--- config.mk ---
export PLATFORM = sky130hd
export DESIGN_NAME = turfbus_tx
export DESIGN_NICKNAME = d
export VERILOG_FILES = /design/src/rtl/turfbus_pkg.sv /design/src/rtl/turfbus_sync2.sv /design/src/rtl/turfbus_tx.sv
export SDC_FILE = /design/constraint.sdc
export NUM_CORES = 1
export LEC_CHECK = 0
export CORE_ASPECT_RATIO = 1.4
export CORE_MARGIN = 3
export CORE_UTILIZATION = 50
export CTS_BUF_LIST = sky130_fd_sc_hd__clkbuf_2 sky130_fd_sc_hd__clkbuf_4 sky130_fd_sc_hd__clkbuf_8
export CTS_CLUSTER_SIZE = 8
export DETAILED_ROUTE_END_ITERATION = 7
export PLACE_DENSITY = 0.82
export SETUP_SLACK_MARGIN = 0.4
export SYNTH_ARGS = -nofsm -noshare
export SYNTH_HDL_FRONTEND = slang
export SYNTH_HIERARCHICAL = 1
export SYNTH_SLANG_ARGS = --single-unit
export TNS_END_PERCENT = 10
--- constraint.sdc ---
create_clock -name clk_i -period 2.3 [get_ports clk_i]
set_input_delay 0.23 -clock clk_i [delete_from_list [all_inputs] [get_ports clk_i]]
set_output_delay 0.23 -clock clk_i [all_outputs]
set_load 0.01 [all_outputs]
--- src/rtl/turfbus_pkg.sv ---
// turfbus shared types and constants.
// Used by the SURF transmitter and the TURF-side receiver model.
package turfbus_pkg;

  typedef enum logic [2:0] {
    IDLE,
    REQ,
    PRE,
    DATA,
    CKS,
    GAP
  } state_e;

  localparam logic [7:0] PREAMBLE_DEF = 8'hA5;
  localparam int         WCNT_W       = 12;

endpackage

--- src/rtl/turfbus_sync2.sv ---
// Two-flop synchronizer for asynchronous single-bit inputs.
// Shared by the TREQ grant and PPS paths.
module turfbus_sync2 (
  input  logic clk,
  input  logic rst_n,
  input  logic d,
  output logic q
);

  (* ASYNC_REG = "TRUE" *) logic s1;
  (* ASYNC_REG = "TRUE" *) logic s2;

  always_ff @(posedge clk or negedge rst_n) begin
    if (!rst_n) begin
      s1 <= 1'b0;
      s2 <= 1'b0;
    end else begin
      s1 <= d;
      s2 <= s1;
    end
  end

  assign q = s2;

endmodule

--- src/rtl/turfbus_tx.sv ---
// SURF-to-TURF transmitter: frames 32-bit event words onto the TD bus.
// Frame = preamble, data bytes LSB first, XOR checksum, then an idle gap.
module turfbus_tx
  import turfbus_pkg::*;
#(
  parameter logic [7:0] PREAMBLE   = PREAMBLE_DEF,
  parameter int         MAX_WORDS  = 2048,
  parameter int         GAP_CYCLES = 4,
  parameter int         TIMEOUT    = 1024
) (
  input  logic        clk_i,
  input  logic        rst_neg_i,
  input  logic [31:0] dat_i,
  input  logic        valid_i,
  input  logic        last_i,
  output logic        ready_o,
  input  logic        TREQ_neg,
  output logic        SREQ_neg,
  output logic [7:0]  td_o,
  output logic        sclk_en_o,
  output logic        busy_o,
  output logic        overflow_o,
  output logic        timeout_o,
  output logic [15:0] frame_count_o
);

  localparam int TW = $clog2(TIMEOUT + 1);
  localparam int GW = $clog2(GAP_CYCLES + 1);
  localparam logic [TW-1:0]     T_LAST = TW'(TIMEOUT - 1);
  localparam logic [GW-1:0]     G_LAST = GW'(GAP_CYCLES - 1);
  localparam logic [WCNT_W-1:0] W_MAX  = WCNT_W'(MAX_WORDS);

  state_e state;
  state_e state_nx;

  logic              treq_a;
  logic              grant_s;
  logic [TW-1:0]     wait_cnt;
  logic [GW-1:0]     gap_cnt;
  logic [WCNT_W-1:0] wcnt;
  logic [31:0]       word_q;
  logic [1:0]        bidx;
  logic              full;
  logic              cur_last;
  logic [7:0]        cks;
  logic [7:0]        td_q;
  logic [7:0]        byte_o;
  logic [7:0]        word_byte;
  logic              emit;
  logic              load;
  logic              rdy;
  logic              byte3;
  logic              at_max;
  logic              close;
  logic [15:0]       fcnt;

  assign treq_a = ~TREQ_neg;

  turfbus_sync2 u_sync (
    .clk   (clk_i),
    .rst_n (rst_neg_i),
    .d     (treq_a),
    .q     (grant_s)
  );

  assign word_byte = word_q[{bidx, 3'b000} +: 8];
  assign byte3     = full && (bidx == 2'd3);
  assign at_max    = (wcnt == W_MAX);
  assign close     = cur_last || at_max;

  always_comb begin
    state_nx = state;
    rdy      = 1'b0;
    emit     = 1'b0;
    load     = 1'b0;
    byte_o   = 8'h00;
    unique case (state)
      IDLE: begin
        if (valid_i) state_nx = REQ;
      end
      REQ: begin
        if (grant_s) state_nx = PRE;
      end
      PRE: begin
        emit     = 1'b1;
        byte_o   = PREAMBLE;
        state_nx = DATA;
      end
      DATA: begin
        byte_o = td_q;
        if (!full) begin
          rdy = 1'b1;
          if (valid_i) begin
            emit   = 1'b1;
            load   = 1'b1;
            byte_o = dat_i[7:0];
          end
        end else begin
          emit   = 1'b1;
          byte_o = word_byte;
          // Preload the next word on byte 3 unless the frame closes here
          if (byte3) begin
            if (close) begin
              state_nx = CKS;
            end else begin
              rdy  = 1'b1;
              load = valid_i;
            end
          end
        end
      end
      CKS: begin
        emit     = 1'b1;
        byte_o   = cks;
        state_nx = GAP;
      end
      GAP: begin
        if (gap_cnt == G_LAST) state_nx = IDLE;
      end
      default: state_nx = IDLE;
    endcase
  end

  always_ff @(posedge clk_i or negedge rst_neg_i) begin
    if (!rst_neg_i) begin
      state    <= IDLE;
      wait_cnt <= '0;
      gap_cnt  <= '0;
      wcnt     <= '0;
      word_q   <= '0;
      bidx     <= '0;
      full     <= 1'b0;
      cur_last <= 1'b0;
      cks      <= '0;
      td_q     <= '0;
      fcnt     <= '0;
    end else begin
      state <= state_nx;
      td_q  <= byte_o;

      if (state == REQ && wait_cnt != T_LAST) begin
        wait_cnt <= wait_cnt + 1'b1;
      end else begin
        wait_cnt <= '0;
      end

      if (state == GAP) begin
        gap_cnt <= gap_cnt + 1'b1;
      end else begin
        gap_cnt <= '0;
      end

      if (state == PRE) begin
        cks <= PREAMBLE;
      end else if (state == DATA && emit) begin
        cks <= cks ^ byte_o;
      end

      if (state == PRE) begin
        wcnt <= '0;
        full <= 1'b0;
        bidx <= '0;
      end else if (load) begin
        word_q   <= dat_i;
        cur_last <= last_i;
        wcnt     <= wcnt + 1'b1;
        full     <= 1'b1;
        bidx     <= full ? 2'd0 : 2'd1;
      end else if (state == DATA && full) begin
        bidx <= bidx + 1'b1;
        if (bidx == 2'd3) full <= 1'b0;
      end

      if (state == CKS) fcnt <= fcnt + 1'b1;
    end
  end

  assign ready_o       = rdy;
  assign td_o          = byte_o;
  assign sclk_en_o     = emit;
  assign busy_o        = (state != IDLE);
  assign SREQ_neg      = !(state inside {REQ, PRE, DATA, CKS});
  assign overflow_o    = (state == DATA) && byte3 && !cur_last && at_max;
  assign timeout_o     = (state == REQ) && !grant_s && (wait_cnt == T_LAST);
  assign frame_count_o = fcnt;

endmodule

==> impl.org <==
** Logic synthesis
- Dividing the synthesized area by the synthesized cell count gives 10.95 um^2.
- Counting flops and latches in the post-synthesis netlist gives 99.
- Of the synthesized area, sequential elements account for 49.52%.
- Area leader, netlist :: sky130_fd_sc_hd__dfrtp_1
- Of the post-synthesis cell area, the dominant cell type holds 49.52%.
- In the synthesized netlist the async set-or-reset flop fraction comes to 100.0%.
- Among all flip-flop cells after synthesis, the most frequent one is sky130_fd_sc_hd__dfrtp_1.
- When the netlist entered floorplanning its net count stood at 501.
- The cell area that synthesis handed to floorplanning was 5002 um^2.
- Post-synth EDFFs :: 0
- During synthesis, Yosys emitted a total of 6 warnings.
- Syn Inst Count :: 457
- Yosys attributes the largest share of cell area to sky130_fd_sc_hd__dfrtp_1 50%, sky130_fd_sc_hd__mux2_2 8.3%, sky130_fd_sc_hd__mux2i_1 3.4%.
- Yosys mapped the design onto 62 distinct sky130hd cell types.

** Worst setup path
- The critical path contains buffers and inverters numbering 3 combined.
- Arrival time reported for the critical path endpoint :: 1.90 ns
- For this design, the slowest cell found on the critical path is sky130_fd_sc_hd__dfrtp_1.
- The largest single stage delay on the critical path is 0.41 ns.
- By instance count, the cell type seen most on the critical path is sky130_fd_sc_hd__buf_4.
- Critical register-to-register path endpoint :: cks[6]
- For the worst flop-to-flop path, the logic depth is 7.
- The cell family contributing the most delay on the critical path is compound AO/OA/AOI/OAI gates.
- The setup check on the worst reg-to-reg path leaves a slack of 0.21 ns.
- Traced cell by cell, the critical path runs through buf_4 -> nand2_2 -> a211oi_2 -> o41ai_2 -> buf_4 -> buf_6.
- WS Path Type :: flip-flop to primary output
- Along the worst path, the maximum fanout reaches 5.
- The startpoint identified for the worst register-to-register timing path is full.
- Kind of end point of the critical path :: primary output
- Nature of the critical path startpoint :: flip-flop
- Required time of the critical path :: 2.07 ns

** Route
- DR vias :: 4171
- The count of nets left with antenna violations once routing finished came out at 0.
- The pre-antenna-repair detailed-routing pass consisted of 5 iterations.
- Per-cell via count in the routed design :: 5.933
- After detailed routing, the met2 layer carries 6.968 mm of wire.
- After detailed routing, the average wire length per cell comes to 18.77 um.
- For this block, wires on met1 add up to 5.064 mm.
- Detailed routing placed a total of 668 um of wire on met3.
- In the routed design, unresolved DRC markers number 0.
- The first routing iteration left 382 violations.
- The final layout contains routed wiring with a total length of 13.19 mm.
- The highest layer touched by signal routing is met4.

** Placed design
- Including well taps, the total number of placed cells is 657.
- Global placer's final weighted congestion :: 0.8727
- Summed over all nets, the half-perimeter wirelength after detailed placement is 7.733 mm.
- The count of buffers added on input and output ports is 66.

** STA
- Worst relative slew slack :: 58.93%
- Post-route clock skew :: 0.01404 ns
- Hold Vio Cnt, Final :: 0
- Of the available clock period, the critical path in the final layout requires 92.53%.
- Setup repair after global routing could not meet its margin everywhere.
- Timing would allow up to 469.9 MHz.
- Number of max-slew violations in the final report :: 0
- Final hold analysis gives a worst-case slack of 0.3132 ns.
- Worst Tran Pin Value :: 0.6147 ns
- Crit path time final :: 2.128 ns
- Setup violations remaining at the end of the flow were counted as 0.
- Final TNS setup :: 0 ns

** Clock tree
- At the later pin of the worst-skew pair, clock insertion delay measures 0.38 ns.
- The cell sitting at the root of the clock tree is a sky130_fd_sc_hd__clkbuf_8.
- Clock tree synthesis inserted a total of 9 buffers.
- Max Root-Sink Buffers :: 2
- Clock tree synthesis found a total of 99 sinks.
- Clock-pin slew reported for the worst setup and hold paths after clock tree synthesis :: 0.10 ns
- Number of H-tree levels :: 3
- TritonCTS clock tree :: yes

** Power and ir drop
- Register share of total power :: 35.2%
- Power spread over the standard cell area amounts to 1135 nW/um^2.
- Switching pwr :: 2.851 mW
- Part of the power in the clock network :: 16.2%
- Per report_power, the combinational group accounts for 48.6% of the total.
- Standby leakage power :: 2.952 nW
- Cell internal power was estimated by the tool at 4.879 mW.
- VDD sags by at most 0.0008320 V.
- Sw Share :: 36.88%

** Cells and area
- Synthesis-to-layout area growth :: 36.17%
- The multi-input combinational cells in the finished layout cover a total of 2691 um^2.
- Counting the fill cells in the layout gives 641.
- The count of cells in the finished layout, fillers not included, comes to 703.
- The sequential cells in the finished layout cover a total of 2481 um^2.
- Final net count :: 611
- Fraction of layout cells with a size suffix above 1 :: 33.10%
- The repair_antennas step left the layout with diodes totalling 0.

** Die
- The floorplan step set the die height to 124.4 um.
- 67 I/O pins were placed.
- The die is 90.54 um wide.
- The die covers 11260 um^2.
- Area of the core :: 9617 um^2
- In this run the core area contains 42 standard-cell rows.
- The initial utilization of the core area, before any placement, comes to 52.02%.

** Global routing
- The via count of the first global-routing pass is 4079.
- Pin count of the biggest net entering global routing :: 73
- The number of antenna violations at the first check in global routing was 0.
- Global routing used 22.23% of the available tracks.
- Global routing finished with a remaining overflow of 0.
- The first global-routing pass estimated 20.22 mm of wire.

** Hold path
- The min-delay analysis places its worst path in the category primary input to asynchronous set/reset pin.

** Run status
- Status :: completed

** Job
- The tool flagged a number of max-cap violations equal to 0.
how the worst max path moves through the flow:
stage                     startpoint        end  slack [ns]  cells after the start
after floorplan             state[0]  timeout_o        0.49                      3
after global placement       valid_i    td_o[3]        0.07                      7
after detailed placement     valid_i    td_o[6]       -0.02                      7
after CTS                   state[1]    td_o[3]        0.23                      7
after global routing         bidx[1]    td_o[3]        0.11                      7
final                           full    td_o[3]        0.17                      6
synth_stat cells, types with 3 or more instances:
master / number
sky130_fd_sc_hd__xor2_1: 13
sky130_fd_sc_hd__nor4_1: 6
sky130_fd_sc_hd__nor3_1: 4
sky130_fd_sc_hd__buf_2: 9
sky130_fd_sc_hd__clkbuf_1: 8
sky130_fd_sc_hd__ha_1: 7
sky130_fd_sc_hd__nor2_1: 40
sky130_fd_sc_hd__a22o_1: 5
sky130_fd_sc_hd__o2bb2ai_1: 4
sky130_fd_sc_hd__or2_2: 3
sky130_fd_sc_hd__nand2b_1: 3
sky130_fd_sc_hd__and3_1: 9
sky130_fd_sc_hd__mux2i_1: 17
sky130_fd_sc_hd__nor3b_1: 4
sky130_fd_sc_hd__inv_1: 9
sky130_fd_sc_hd__dfrtp_1: 99
sky130_fd_sc_hd__a21oi_1: 16
sky130_fd_sc_hd__nand4_1: 4
sky130_fd_sc_hd__xnor2_1: 14
sky130_fd_sc_hd__mux2_2: 37
sky130_fd_sc_hd__o41ai_1: 4
sky130_fd_sc_hd__nand3_1: 16
sky130_fd_sc_hd__a211oi_1: 13
sky130_fd_sc_hd__o22ai_1: 8
sky130_fd_sc_hd__buf_4: 5
sky130_fd_sc_hd__nand2_1: 30
sky130_fd_sc_hd__o21ai_0: 14
sky130_fd_sc_hd__nor2b_1: 15
power by group through the flow:
stage	registers (mW)	logic [mW]	clock network (mW)
after floorplan	2.60	1.87	0
after global placement	2.66	2.70	0
after detailed placement	2.69	2.80	0
after CTS	2.68	3.42	1.26
after global routing	2.78	4.01	1.34
final	2.72	3.76	1.25
through the flow:
step                setup slack [ns]  power (mW)  utilization, %  instance area [um^2]
finish                        0.1719       7.730           70.83                  6812
global placement             0.06844       5.364           61.79                  5942
floorplan                     0.4947       4.469               -                  5002
global route                  0.1112       8.131           70.83                  6812
CTS                           0.2314       7.356           68.32                  6570
detailed placement          -0.01880       5.489           61.79                  5942
kinds of logic (layout without fill, tap and decap cells):
| kind of cell | after synthesis | after routing | share of synthesized area, % |
|---|---|---|---|
| adder cells (fa/ha/maj) | 7 | 7 | 1.751 |
| XOR/XNOR | 27 | 27 | 4.727 |
| AO/OA/AOI/OAI | 81 | 81 | 11.13 |
| AND/OR/NAND/NOR | 154 | 154 | 17.43 |
| multiplexers | 56 | 56 | 12.18 |
| flip-flops | 99 | 99 | 49.52 |
| buffers and inverters | 33 | 147 | 3.252 |
layout make-up:
class | count | area share (%)
flip-flops and latches | 99 | 36.43
clock inverters | 4 | 1.084
repair buffers | 123 | 17.93
clock buffers | 11 | 2.131
multi-input cells | 325 | 39.51
inverters | 9 | 0.4960
well taps | 132 | 2.425
flip-flops by register name, summed over array words and instances, names as in the netlist, 2 cells and up:
signal	cells
word_q	32
bidx	2
wcnt	12
frame_count_o	16
td_q	8
state	3
cks	8
wait_cnt	11
gap_cnt	3
routing by layer:
layer	vias to the layer above	track usage, %
met5	-	0
met4	0	11.00
met3	46	3.082
met2	186	38.27
met1	2078	27.11
li1	1861	-
what timing repair did:
action / 4_1_cts / 5_1_grt
hold endpoints to repair: 27 / 0
resized for setup: 120 / 23
pin swaps: 16 / 13
hold buffers: 1 / 0
cloned: 2 / 2
setup buffers: 15 / 11
endpoints found under the setup margin: 53 / 75
layout by cell type (no fill, tap or decap), types with 3 or more instances in the layout:
cell type                         synthesis  final
sky130_fd_sc_hd__nor2_1                  40     37
sky130_fd_sc_hd__nor2b_1                 15      9
sky130_fd_sc_hd__and3_1                   9      9
sky130_fd_sc_hd__a22o_1                   5      5
sky130_fd_sc_hd__nor4_1                   6      3
sky130_fd_sc_hd__buf_4                    5     40
sky130_fd_sc_hd__nand4_1                  4      4
sky130_fd_sc_hd__xnor2_1                 14     13
sky130_fd_sc_hd__nor2b_2                  0      4
sky130_fd_sc_hd__mux2i_1                 17     13
sky130_fd_sc_hd__o41ai_2                  0      3
sky130_fd_sc_hd__o2bb2ai_1                4      4
sky130_fd_sc_hd__clkdlybuf4s50_1          0     51
sky130_fd_sc_hd__a211oi_2                 0      7
sky130_fd_sc_hd__nand3_1                 16     12
sky130_fd_sc_hd__o22ai_1                  8      7
sky130_fd_sc_hd__nor3b_1                  4      3
sky130_fd_sc_hd__buf_2                    9      9
sky130_fd_sc_hd__ha_1                     7      4
sky130_fd_sc_hd__nand3_2                  0      3
sky130_fd_sc_hd__a211oi_4                 0      3
sky130_fd_sc_hd__a211oi_1                13      3
sky130_fd_sc_hd__ha_2                     0      3
sky130_fd_sc_hd__nor2_2                   0      3
sky130_fd_sc_hd__dfrtp_1                 99     96
sky130_fd_sc_hd__o21ai_0                 14      6
sky130_fd_sc_hd__inv_1                    9      9
sky130_fd_sc_hd__mux2_2                  37     37
sky130_fd_sc_hd__or2_2                    3      3
sky130_fd_sc_hd__buf_6                    1      9
sky130_fd_sc_hd__xor2_1                  13     13
sky130_fd_sc_hd__o21ai_1                  1      8
sky130_fd_sc_hd__nand2_1                 30     27
sky130_fd_sc_hd__a21oi_1                 16     15
sky130_fd_sc_hd__nor3_1                   4      4
sky130_fd_sc_hd__dfrtp_2                  0      3
sky130_fd_sc_hd__buf_12                   0      5
sky130_fd_sc_hd__clkbuf_8                 0     10
sky130_fd_sc_hd__mux2i_2                  0      3
(Power assumes the default switching activity.)
